--- src/rtl/cpu_defs_pkg.sv ---
// Shared CPU definitions: instruction encoding constants, word size and the
// default reset PC used by the fetch front end.
package cpu_defs_pkg;

    localparam int          INST_W           = 32;
    localparam int          WORD_BYTES       = 4;
    localparam logic [31:0] NOP              = 32'h0000_0000;
    localparam logic [31:0] RESET_PC_DEFAULT = 32'h0000_0000;

    // True when a byte address is not on a word boundary
    function automatic logic is_misaligned(input logic [1:0] low_bits);
        return (low_bits != 2'b00);
    endfunction

endpackage

--- src/rtl/pc_next_mux.sv ---
// Next fetch-address selector for the fetch front end.
// Priority: redirect (word-aligned target) > stall (hold) > sequential +4.
// Also reports whether the redirect target carried non-zero byte-offset bits.
module pc_next_mux
    import cpu_defs_pkg::*;
#(
    parameter int ADDR_W = 32
) (
    input  logic [ADDR_W-1:0] i_fetch_pc,
    input  logic              i_stall,
    input  logic              i_redirect,
    input  logic [ADDR_W-1:0] i_redirect_target,
    output logic [ADDR_W-1:0] o_next_pc,
    output logic              o_align_err
);

    // Select the next fetch PC and flag a misaligned redirect target
    always_comb begin
        o_next_pc   = i_fetch_pc;
        o_align_err = 1'b0;
        if (i_redirect) begin
            o_next_pc   = {i_redirect_target[ADDR_W-1:2], 2'b00};
            o_align_err = is_misaligned(i_redirect_target[1:0]);
        end else if (i_stall) begin
            o_next_pc   = i_fetch_pc;
        end else begin
            o_next_pc   = i_fetch_pc + ADDR_W'(WORD_BYTES);
        end
    end

endmodule

--- src/rtl/pc_fetch_unit.sv ---
// Instruction-fetch front end: two-stage pipe (fetch address -> in-flight ->
// output) feeding the datapath PC input. A synchronous-read instruction memory
// returns data one enabled cycle after the address is issued.
// Optional build macro FETCH_COUNT_EN adds the fetch_count port and counter.
module pc_fetch_unit
    import cpu_defs_pkg::*;
#(
    parameter int                ADDR_W   = 32,
    parameter int                DATA_W   = 32,
    parameter logic [ADDR_W-1:0] RESET_PC = ADDR_W'(RESET_PC_DEFAULT)
) (
    input  logic              clk,
    input  logic              reset,
    input  logic              stall,
    input  logic              redirect,
    input  logic [ADDR_W-1:0] redirect_target,
    output logic              imem_en,
    output logic [ADDR_W-1:0] imem_addr,
    input  logic [DATA_W-1:0] imem_rdata,
    output logic [ADDR_W-1:0] pc_out,
    output logic [ADDR_W-1:0] pc_plus4,
    output logic [DATA_W-1:0] inst_out,
    output logic              inst_valid,
    output logic              addr_err
`ifdef FETCH_COUNT_EN
    ,
    output logic [31:0]       fetch_count
`endif
);

    logic [ADDR_W-1:0] r_fetch_pc;
    logic [ADDR_W-1:0] r_inflight_pc;
    logic              r_inflight;
    logic [ADDR_W-1:0] r_pc_out;
    logic [DATA_W-1:0] r_inst_out;
    logic              r_inst_valid;
    logic              r_addr_err;

    logic [ADDR_W-1:0] w_next_pc;
    logic              w_align_err;
    logic              w_advance;

    assign w_advance = ~redirect & ~stall;

    pc_next_mux #(
        .ADDR_W (ADDR_W)
    ) u_next_mux (
        .i_fetch_pc        (r_fetch_pc),
        .i_stall           (stall),
        .i_redirect        (redirect),
        .i_redirect_target (redirect_target),
        .o_next_pc         (w_next_pc),
        .o_align_err       (w_align_err)
    );

    // Pipeline state: redirect squashes in-flight work, stall holds, else advance
    always_ff @(posedge clk or posedge reset) begin
        if (reset) begin
            r_fetch_pc    <= RESET_PC;
            r_inflight_pc <= {ADDR_W{1'b0}};
            r_inflight    <= 1'b0;
            r_pc_out      <= {ADDR_W{1'b0}};
            r_inst_out    <= DATA_W'(NOP);
            r_inst_valid  <= 1'b0;
            r_addr_err    <= 1'b0;
        end else begin
            r_fetch_pc <= w_next_pc;
            r_addr_err <= r_addr_err | w_align_err;
            if (redirect) begin
                // Output PC/data hold their stale values; only valid is dropped
                r_inflight   <= 1'b0;
                r_inst_valid <= 1'b0;
            end else if (stall) begin
                r_inflight   <= r_inflight;
                r_inst_valid <= r_inst_valid;
            end else begin
                r_pc_out      <= r_inflight_pc;
                r_inst_out    <= imem_rdata;
                r_inst_valid  <= r_inflight;
                r_inflight_pc <= r_fetch_pc;
                r_inflight    <= 1'b1;
            end
        end
    end

`ifdef FETCH_COUNT_EN
    logic [31:0] r_fetch_count;

    // Count advances that deliver a valid instruction to the output stage
    always_ff @(posedge clk or posedge reset) begin
        if (reset) begin
            r_fetch_count <= 32'd0;
        end else if (w_advance && r_inflight) begin
            r_fetch_count <= r_fetch_count + 32'd1;
        end else begin
            r_fetch_count <= r_fetch_count;
        end
    end

    assign fetch_count = r_fetch_count;
`endif

    // Memory is read whenever the pipe moves; a stall freezes its read data
    assign imem_en    = ~stall | redirect;
    assign imem_addr  = r_fetch_pc;
    assign pc_out     = r_pc_out;
    assign pc_plus4   = r_pc_out + ADDR_W'(WORD_BYTES);
    assign inst_out   = r_inst_out;
    assign inst_valid = r_inst_valid;
    assign addr_err   = r_addr_err;

endmodule

--- config.mk ---
export PLATFORM = sky130hd
export DESIGN_NAME = pc_fetch_unit
export DESIGN_NICKNAME = d
export VERILOG_FILES = /design/src/rtl/cpu_defs_pkg.sv /design/src/rtl/pc_next_mux.sv /design/src/rtl/pc_fetch_unit.sv
export SDC_FILE = /design/constraint.sdc
export NUM_CORES = 1
export LEC_CHECK = 0
export BUFFER_PORTS_ARGS = -buffer_cell sky130_fd_sc_hd__buf_4
export CAP_MARGIN = 20
export CORE_MARGIN = 1.5
export CORE_UTILIZATION = 50
export CTS_CLUSTER_DIAMETER = 60
export DETAILED_ROUTE_END_ITERATION = 10
export PLACE_DENSITY = 0.8
export SKIP_LAST_GASP = 1
export SLEW_MARGIN = 25
export SYNTH_ARGS = -nofsm -noshare
export SYNTH_HDL_FRONTEND = slang
export SYNTH_SLANG_ARGS = --single-unit
export TNS_END_PERCENT = 5
--- constraint.sdc ---
create_clock -name clk -period 4.5 [get_ports clk]
set_clock_uncertainty 0.1 [all_clocks]
set_input_delay 0.45 -clock clk [delete_from_list [all_inputs] [get_ports clk]]
set_output_delay 0.45 -clock clk [all_outputs]
set_load 0.05 [all_outputs]
==> out/metrics.csv, run 1 <==
stage,metric,value,unit
timing,finalWorstSetupSlack,1480,ps
place,place_ws,1920,ps
timing,hold_viol_final,0,
yosys,synth_top_family_by_area,multiplexers,
yosys,synth_fa_ha_area_share,0.429,%
status,status,completed,
detailed_routing,drc,0,
yosys,synth_flop_cell,dfrtp_1,
worst_setup_path,path_delay_family,simple AND/OR/NAND/NOR gates,
timing,setup_tns,0,ps
yosys,synthCells,505,
job,drv_cap,0,
pwr,netSwitchingFraction,38.2,%
place,portBuffers,192,
layout,diodes,0,
yosys,synthSimpleGateAreaFrac,13.6,%
detailed_routing,via_count,4720,
yosys,ys_types,40,
global_route,grt_pass1_vias,4738,
layout,utilization,70.0,%
layout,final_nets,763,
die,pin_count,199,
yosys,yosysWarnings,0,
worst_setup_path,cp-end-kind,output pin,
detailed_routing,routed_wl,14900,um
cts,post-cts-setup-buffer-count,0,
die,core,11400,um^2
global_route,gr-total-overflow,0,
worst_setup_path,path_cells,"ha_1, nand3_1, or3_1, nor4_1, xor2_1, buf_4",
worst_setup_path,slowest_delay,520,ps
timing,rsz0062_at_grt,no,
layout,synthToLayoutAreaGrowth,37.0,%
global_route,antenna_found_initial,0,
pwr,p_comb_share,34.1,%
yosys,synth_area,5830,um^2
detailed_routing,firstDrtPassIters,4,
min_path,hp-class,input pin to async pin,
cts,cts_resized,0,
worst_setup_path,startpoint_type,flop,
worst_setup_path,worst-path-buf-inv,1,
global_route,grt_pass1_wl,24300,um
cts,cts_hold_buf,0,
pwr,p_leak,3.62,nW
place,gp_congestion,0.803,
layout,drive_above_1_share,44.7,%
die,dieHeight,111,um
pwr,internal_power,0.00283,W
yosys,synthMuxAreaShare,16.8,%
detailed_routing,wl_per_cell,17.6,um
timing,slew_headroom,35.4,%
cts,cts_num_sinks,125,
die,initial_core_util,51.1,%
timing,post-route-min-period,3020,ps
pwr,p_per_area,572,nW/um^2
cts,clk_latency,410,ps
cts,clk_pin_slew,60,ps
worst_setup_path,crit_fanout,9,
timing,tightestPinTransition,966,ps
die,die_x,111,um
timing,setup_viol,0,
yosys,synth-xor-area-share,6.01,%
die,rows,39,
cts,tritoncts,built,
pwr,p_clk_share,32.4,%
cts,cts-buffers-inserted,17,
die,die_area,12300,um^2
cts,htreeDepth,4,
yosys,yosysSeqAreaShare,53.6,%
cts,cts_buffer_depth,2,
worst_setup_path,crit_required,3950,ps
yosys,synth_edf_count,0,
pwr,power_frac_seq,33.5,%
yosys,ys_ff_latch,125,
yosys,async_flop_share,100,%
pwr,power_switching,0.00175,W
timing,drv_slew,0,
detailed_routing,drtAntennaViolNets,0,
worst_setup_path,slowest_stage,or3_1,
yosys,synth_compound_area_share,5.64,%
place,dp_hpwl,10400,um
yosys,syn_avg_cell_area,11.5,um^2
detailed_routing,drt_iter0_markers,251,
global_route,grt_max_degree,68,
detailed_routing,viasPerCell,5.57,
timing,period_share,67.1,%
global_route,grt_usage,24.6,%
timing,fmaxAchievable,331,MHz
worst_setup_path,cp.arrival,2470,ps
worst_setup_path,r2r_slack,2040,ps
pwr,peakVddDrop,0.352,mV
cts,clock-root-buffer,clkbuf_16,
worst_setup_path,criticalPathCategory,flop to output pin,
==> cell usage after synthesis (all sizes together), types with 4 or more instances <==
master | instances | area, um^2
a31oi | 13 | 81.3
and3 | 5 | 31.3
and4 | 4 | 35.0
buf | 11 | 82.6
clkbuf | 19 | 71.3
dfrtp | 125 | 3130
inv | 15 | 56.3
mux2 | 85 | 957
nand2 | 45 | 169
nand3 | 16 | 80.1
nand4 | 12 | 87.6
nor2 | 26 | 97.6
nor3 | 11 | 55.1
nor4 | 6 | 37.5
o21ai | 22 | 110
o31ai | 12 | 90.1
or3 | 4 | 25.0
or4 | 14 | 109
xnor2 | 19 | 166
xor2 | 21 | 184
==> flip-flops by register name (all words and copies together) (netlist names) <==
| register | flops |
|---|---|
| pc_out | 30 |
| r_inflight_pc | 30 |
| imem_addr | 30 |
| inst_out | 32 |
| r_inflight | 1 |
| addr_err | 1 |
| inst_valid | 1 |
==> worst paths after layout <==
path / depth (start not counted) / end / from
setup / recovery: 6 / pc_plus4[28] / pc_out[3]$_DFFE_PP0P_
min in group clk: 3 / imem_addr[3]$_DFFE_PP0N_ / redirect_target[3]
setup reg to reg: 5 / imem_addr[26]$_DFFE_PP0N_ / imem_addr[2]$_DFFE_PP0N_
max in group asynchronous: 3 / imem_addr[30]$_DFFE_PP0N_ / reset
hold / removal: 2 / inst_out[9]$_DFFE_PP0P_ / reset
hold reg to reg: 1 / addr_err$_DFF_PP0_ / addr_err$_DFF_PP0_
==> metal layers <==
metal | vias to the layer above | global-route usage (%) | share of wire, %
met2 | 187 | 39.8 | 50
met3 | 30 | 4.81 | 5.8
met5 | - | 0 | 0
met1 | 2332 | 32.9 | 42
met4 | 0 | 9.83 | 1.9
li1 | 2171 | - | -
==> placed cells by master (no fill, tap or decap), types with 2 or more instances in the layout <==
cell type  instances
and3_1             5
clkbuf_16         17
o21ai_0           22
o211ai_1           2
bufinv_16          4
or3_1              4
inv_1             14
mux2i_1            2
nor3_1            11
mux2_2            85
a31oi_1           13
xnor2_1           19
and4_1             4
nor4_1             6
conb_1             6
xor2_1            21
dfrtp_1          125
ha_1               2
nand4_1           10
nor2_1            25
nand4_2            2
clkinv_2           2
or4_1             13
nand4b_1           2
nand3_1           16
clkbuf_8           6
buf_4            194
o31ai_1           12
nand2_1           45
==> power by group through the flow <==
stage	Clock, W	Combinational (W)	Sequential [W]
final	0.00148	0.00156	0.00153
after global routing	0.00153	0.00162	0.00156
after detailed placement	0	0.00156	0.00154
after global placement	0	0.00154	0.00153
after CTS	0.00149	0.00157	0.00153
after floorplan	0	0.000608	0.00197
==> logic make-up (layout without fill, tap and decap cells) <==
family / count (synthesis) / in the layout
AOI/OAI and AO/OA: 53 / 53
DFF: 125 / 125
and+or+nand+nor: 151 / 151
xor gates and xnor gates: 40 / 40
other: 1 / 6
buffers and inverters: 46 / 240
muxes: 87 / 87
adders and majority gates: 2 / 2
==> stage by stage <==
| stage | hold WS [ps] | total power, W | cells | cell area, um^2 |
|---|---|---|---|---|
| global route | 144 | 0.00472 | 847 | 7990 |
| finish | 79.8 | 0.00457 | 847 | 7990 |
| CTS | 101 | 0.00459 | 847 | 7990 |
| detailed placement | 353 | 0.00311 | 817 | 7350 |
| global placement | 353 | 0.00307 | 817 | 7350 |
| floorplan | 346 | 0.00258 | 510 | 5850 |
==> final cells by class <==
class                      instances  area, um^2
clock inverter                     6         130
tap                              143         179
fill                             855        3430
inverter                          15        58.8
multi-input combinational        339        2510
sequential                       125        3130
timing repair buffer             195        1480
clock buffer                      24         512
(Power assumes the default switching activity.)
==> inputs of run 2 (changes only) <==
--- a/config.mk
+++ b/config.mk
@@ -5,13 +5,14 @@
 export SDC_FILE = /design/constraint.sdc
 export NUM_CORES = 1
 export LEC_CHECK = 0
+export ABC_AREA = 1
 export BUFFER_PORTS_ARGS = -buffer_cell sky130_fd_sc_hd__buf_4
 export CAP_MARGIN = 20
 export CORE_MARGIN = 1.5
-export CORE_UTILIZATION = 50
+export CORE_UTILIZATION = 52
 export CTS_CLUSTER_DIAMETER = 60
 export DETAILED_ROUTE_END_ITERATION = 10
-export PLACE_DENSITY = 0.8
+export PLACE_DENSITY = 0.81
 export SKIP_LAST_GASP = 1
 export SLEW_MARGIN = 25
 export SYNTH_ARGS = -nofsm -noshare
==> constraint.sdc (replaced) <==
create_clock -name clk -period 2.8 [get_ports clk]
set_clock_uncertainty 0.1 [all_clocks]
set_input_delay 0.28 -clock clk [delete_from_list [all_inputs] [get_ports clk]]
set_output_delay 0.28 -clock clk [all_outputs]
set_load 0.05 [all_outputs]
==> run 2 against run 1 <==
Compared with the run above: synthesized cell count up 82%; sequential share of layout area fell by 5.3 points; global-route usage up 6.4 points; critical path depth unchanged; core utilization is 5.6 points higher; first-iteration DRC count increased by 130%; combinational power rose by 38%; final cell count up 58%; largest power group is now sequential cells; critical path type unchanged.
==> out/metrics.csv, run 2 <==
stage,metric,value,unit,change
detailed_routing,met2_length,9710,um,+30%
timing,slew_headroom,51.1,%,+16 points
yosys,ys_ff_latch,125,,unchanged
layout,final_common_cell,nand2_1,,
layout,drive_above_1_share,22.3,%,-22 points
worst_setup_path,slowest_delay,410,ps,-110 ps
worst_setup_path,r2r_slack,990,ps,-1050 ps
cts,tritoncts,built,,
yosys,netlist.top_cell.by_area,dfrtp_1,,
die,die_x,116,um,+4.2%
global_route,antenna_found_initial,0,,unchanged
cts,clk_pin_slew,60,ps,about the same
layout,final_nets,1225,,+61%
worst_setup_path,path_delay_family,simple AND/OR/NAND/NOR gates,,
status,status,completed,,
detailed_routing,drt_iter0_markers,581,,+130%
detailed_routing,highest_layer,met4,,
cts,clock-root-buffer,clkbuf_16,,
global_route,grt_usage,31.0,%,+6.4 points
die,core,12200,um^2,+6.9%
layout,regArea,3130,um^2,unchanged
yosys,synth_edf_count,0,,unchanged
yosys,synth_common_cells,"350 x nand2_1, 142 x nor2_1, 125 x dfrtp_1, 81 x inv_1, 57 x nand3_1",,
place,gp_congestion,0.921,,+15%
yosys,synthCells,921,,+82%
die,initial_core_util,54.1,%,+3.0 points
timing,post-route-min-period,2420,ps,
global_route,gr-total-overflow,0,,unchanged
cts,cts_resized,0,,unchanged
layout,final_cell_count_no_fill,1336,,+58%
global_route,grt_max_degree,115,,+69%
yosys,yosysWarnings,0,,unchanged
timing,period_share,86.4,%,
detailed_routing,viasPerCell,5.12,,-8.2%
detailed_routing,met1Wirelength,8240,um,+30%
die,die_area,13400,um^2,+8.6%
timing,rsz0062_at_grt,no,,
die,pin_count,199,,unchanged
yosys,synth_area,6600,um^2,+13%
yosys,yosysSeqAreaShare,47.4,%,-6.3 points
pwr,peakVddDrop,0.363,mV,+3.0%
cts,htreeDepth,4,,unchanged
place,place_inst,1262,,+54%
layout,multiInputGateArea,3010,um^2,+20%
timing,drv_slew,0,,unchanged
layout,fill_cells,906,,+6.0%
worst_setup_path,cp.arrival,2040,ps,-430 ps
yosys,async_flop_share,100,%,unchanged
layout,layout_common_cells,"350 x nand2_1, 201 x buf_4, 142 x nor2_1",,
pwr,p_per_area,725,nW/um^2,+27%
cts,clk_latency,410,ps,about the same
layout,diodes,0,,unchanged
job,drv_cap,0,,unchanged
timing,setup_viol,0,,unchanged
cts,post-cts-setup-buffer-count,0,,unchanged
timing,hold_viol_final,0,,unchanged
worst_setup_path,path_cells,"ha_1, nand3_4, nor2_1, nand3_1, xor2_1, buf_4",,
yosys,ys_types,28,,-30%
global_route,grt_pass1_wl,32000,um,+32%
detailed_routing,wl_per_cell,14.9,um,-15%
worst_setup_path,cp-end-kind,output pin,,
cts,cts-buffers-inserted,17,,unchanged
worst_setup_path,r2r-end,imem_addr[18]$_DFFE_PP0N_,,
worst_setup_path,rr_startpoint,imem_addr[3]$_DFFE_PP0N_,,
cts,cts_num_sinks,125,,unchanged
min_path,min_from,redirect_target[7],,
worst_setup_path,worst-path-buf-inv,1,,unchanged
yosys,netlist.area_leader.share,47.4,%,-6.3 points
detailed_routing,met3_length,1520,um,+77%
timing,fmaxAchievable,413,MHz,
worst_setup_path,slowest_stage,dfrtp_1,,
yosys,synth_flop_cell,dfrtp_1,,
detailed_routing,routed_wl,20000,um,+34%
cts,cts_buffer_depth,2,,unchanged
detailed_routing,drtAntennaViolNets,0,,unchanged
pwr,p_leak,4.62,nW,+28%
die,dieHeight,116,um,+4.2%
yosys,syn_avg_cell_area,7.17,um^2,-38%
timing,setup_tns,0,ps,unchanged
min_path,hp-class,input pin to flop,,
detailed_routing,drc,0,,unchanged
worst_setup_path,criticalPathCategory,flop to output pin,,
worst_setup_path,r2r_cells,8,,+3
yosys,synth.area.top_cells,"dfrtp_1 47%, nand2_1 20%, nor2_1 8.1%, inv_1 4.6%, nand3_1 4.3%",,
global_route,grt_pass1_vias,6416,,+35%
detailed_routing,firstDrtPassIters,8,,+4
worst_setup_path,startpoint_type,flop,,
layout,synthToLayoutAreaGrowth,39.9,%,
detailed_routing,via_count,6837,,+45%
place,dp_hpwl,13300,um,+27%
worst_setup_path,crit_fanout,5,,-4
worst_setup_path,crit_required,2420,ps,-1530 ps
yosys,yosys.cell_count.top_type,nand2_1,,
min_path,min_to,imem_addr[7]$_DFFE_PP0N_,,
min_path,holdPathStages,3,,
place,portBuffers,192,,unchanged
die,rows,40,,+2.6%
timing,tightestPinTransition,732,ps,-235 ps
layout,largest_reg_flops,32,,unchanged
## run 2: cell types whose count changed in the layout (fill, tap and decap cells not counted), moves of 10 or more
cell and delta:
a31oi_1 -13, dlygate4sd3_1 +41, inv_1 +66, mux2_2 -85, nand2_1 +305, nand3_1 +41
nor2_1 +117, nor3_1 -10, o21ai_0 +34, o31ai_1 -12, or4_1 -13, xnor2_1 -17
## run 2: what timing repair did
action                                 CTS  global route
hold buffers                            41             0
endpoints found under the hold margin   80             0
setup endpoints to repair                0             0
## run 2: power breakdown
group / internal (W) / leakage [nW] / total [W] / switching (W)
Clock: 0.00135 / 0.280 / 0.00221 / 0.000862
Sequential: 0.00205 / 1.52 / 0.00233 / 0.000275
Combinational: 0.000634 / 2.82 / 0.00216 / 0.00152
## run 2: cells by family (layout without fill, tap and decap cells)
| family | count (synthesis) | count (layout) | share of synthesized area (%) |
|---|---|---|---|
| other cells | 1 | 6 | 0.0568 |
| xor+xnor | 15 | 15 | 1.99 |
| flops | 125 | 125 | 47.4 |
| compound gates | 72 | 72 | 5.65 |
| simple gates | 589 | 589 | 37.2 |
| buf+inv | 117 | 359 | 7.37 |
| fa+ha+maj | 2 | 2 | 0.379 |
## run 2: area by class of cell
cell class / instances / share of cell area (%)
clock buffers: 18 / 4.76
clock inverters: 14 / 1.73
inverters: 82 / 3.37
multi-input cells: 684 / 32.6
flip-flops and latches: 125 / 33.9
well taps: 168 / 2.28
repair buffers: 245 / 21.4
## run 2: per-layer routing
| metal | vias to the layer above | track usage, % |
|---|---|---|
| li1 | 3321 | - |
| met1 | 3136 | 41.5 |
| met2 | 334 | 50.8 |
| met3 | 46 | 5.54 |
| met4 | 0 | 11.9 |
| met5 | - | 0 |
## run 2: worst max-delay path by stage
stage / depth (start not counted) / end / slack (ps) / startpoint
final: 6 / pc_plus4[16] / 380 / pc_out[3]$_DFFE_PP0P_
after global routing: 6 / pc_plus4[16] / 230 / pc_out[3]$_DFFE_PP0P_
after CTS: 6 / pc_plus4[16] / 370 / pc_out[3]$_DFFE_PP0P_
after detailed placement: 6 / pc_plus4[16] / 820 / pc_out[3]$_DFFE_PP0P_
after global placement: 7 / imem_addr[24]$_DFFE_PP0N_ / 890 / redirect
after floorplan: 5 / pc_plus4[15] / 90 / pc_out[2]$_DFFE_PP0P_
## run 2: worst min-delay path, stage by stage
cell and delay [ps]:
buf_4 80, nand2_1 60, nand4_1 90
## run 2: through the flow
stage / setup WS [ps] / total power, W / area [um^2] / util [%] / hold slack [ps]
6_report: 380 / 0.00670 / 9240 / 75.6 / 30.7
5_1_grt: 226 / 0.00696 / 9240 / 75.6 / 51.5
4_1_cts: 367 / 0.00667 / 9220 / 75.5 / 19.5
3_5_place_dp: 815 / 0.00443 / 8210 / 67.2 / 359
3_3_place_gp: 892 / 0.00440 / 8210 / 67.2 / 353
2_1_floorplan: 93.3 / 0.00373 / 6630 / - / 271
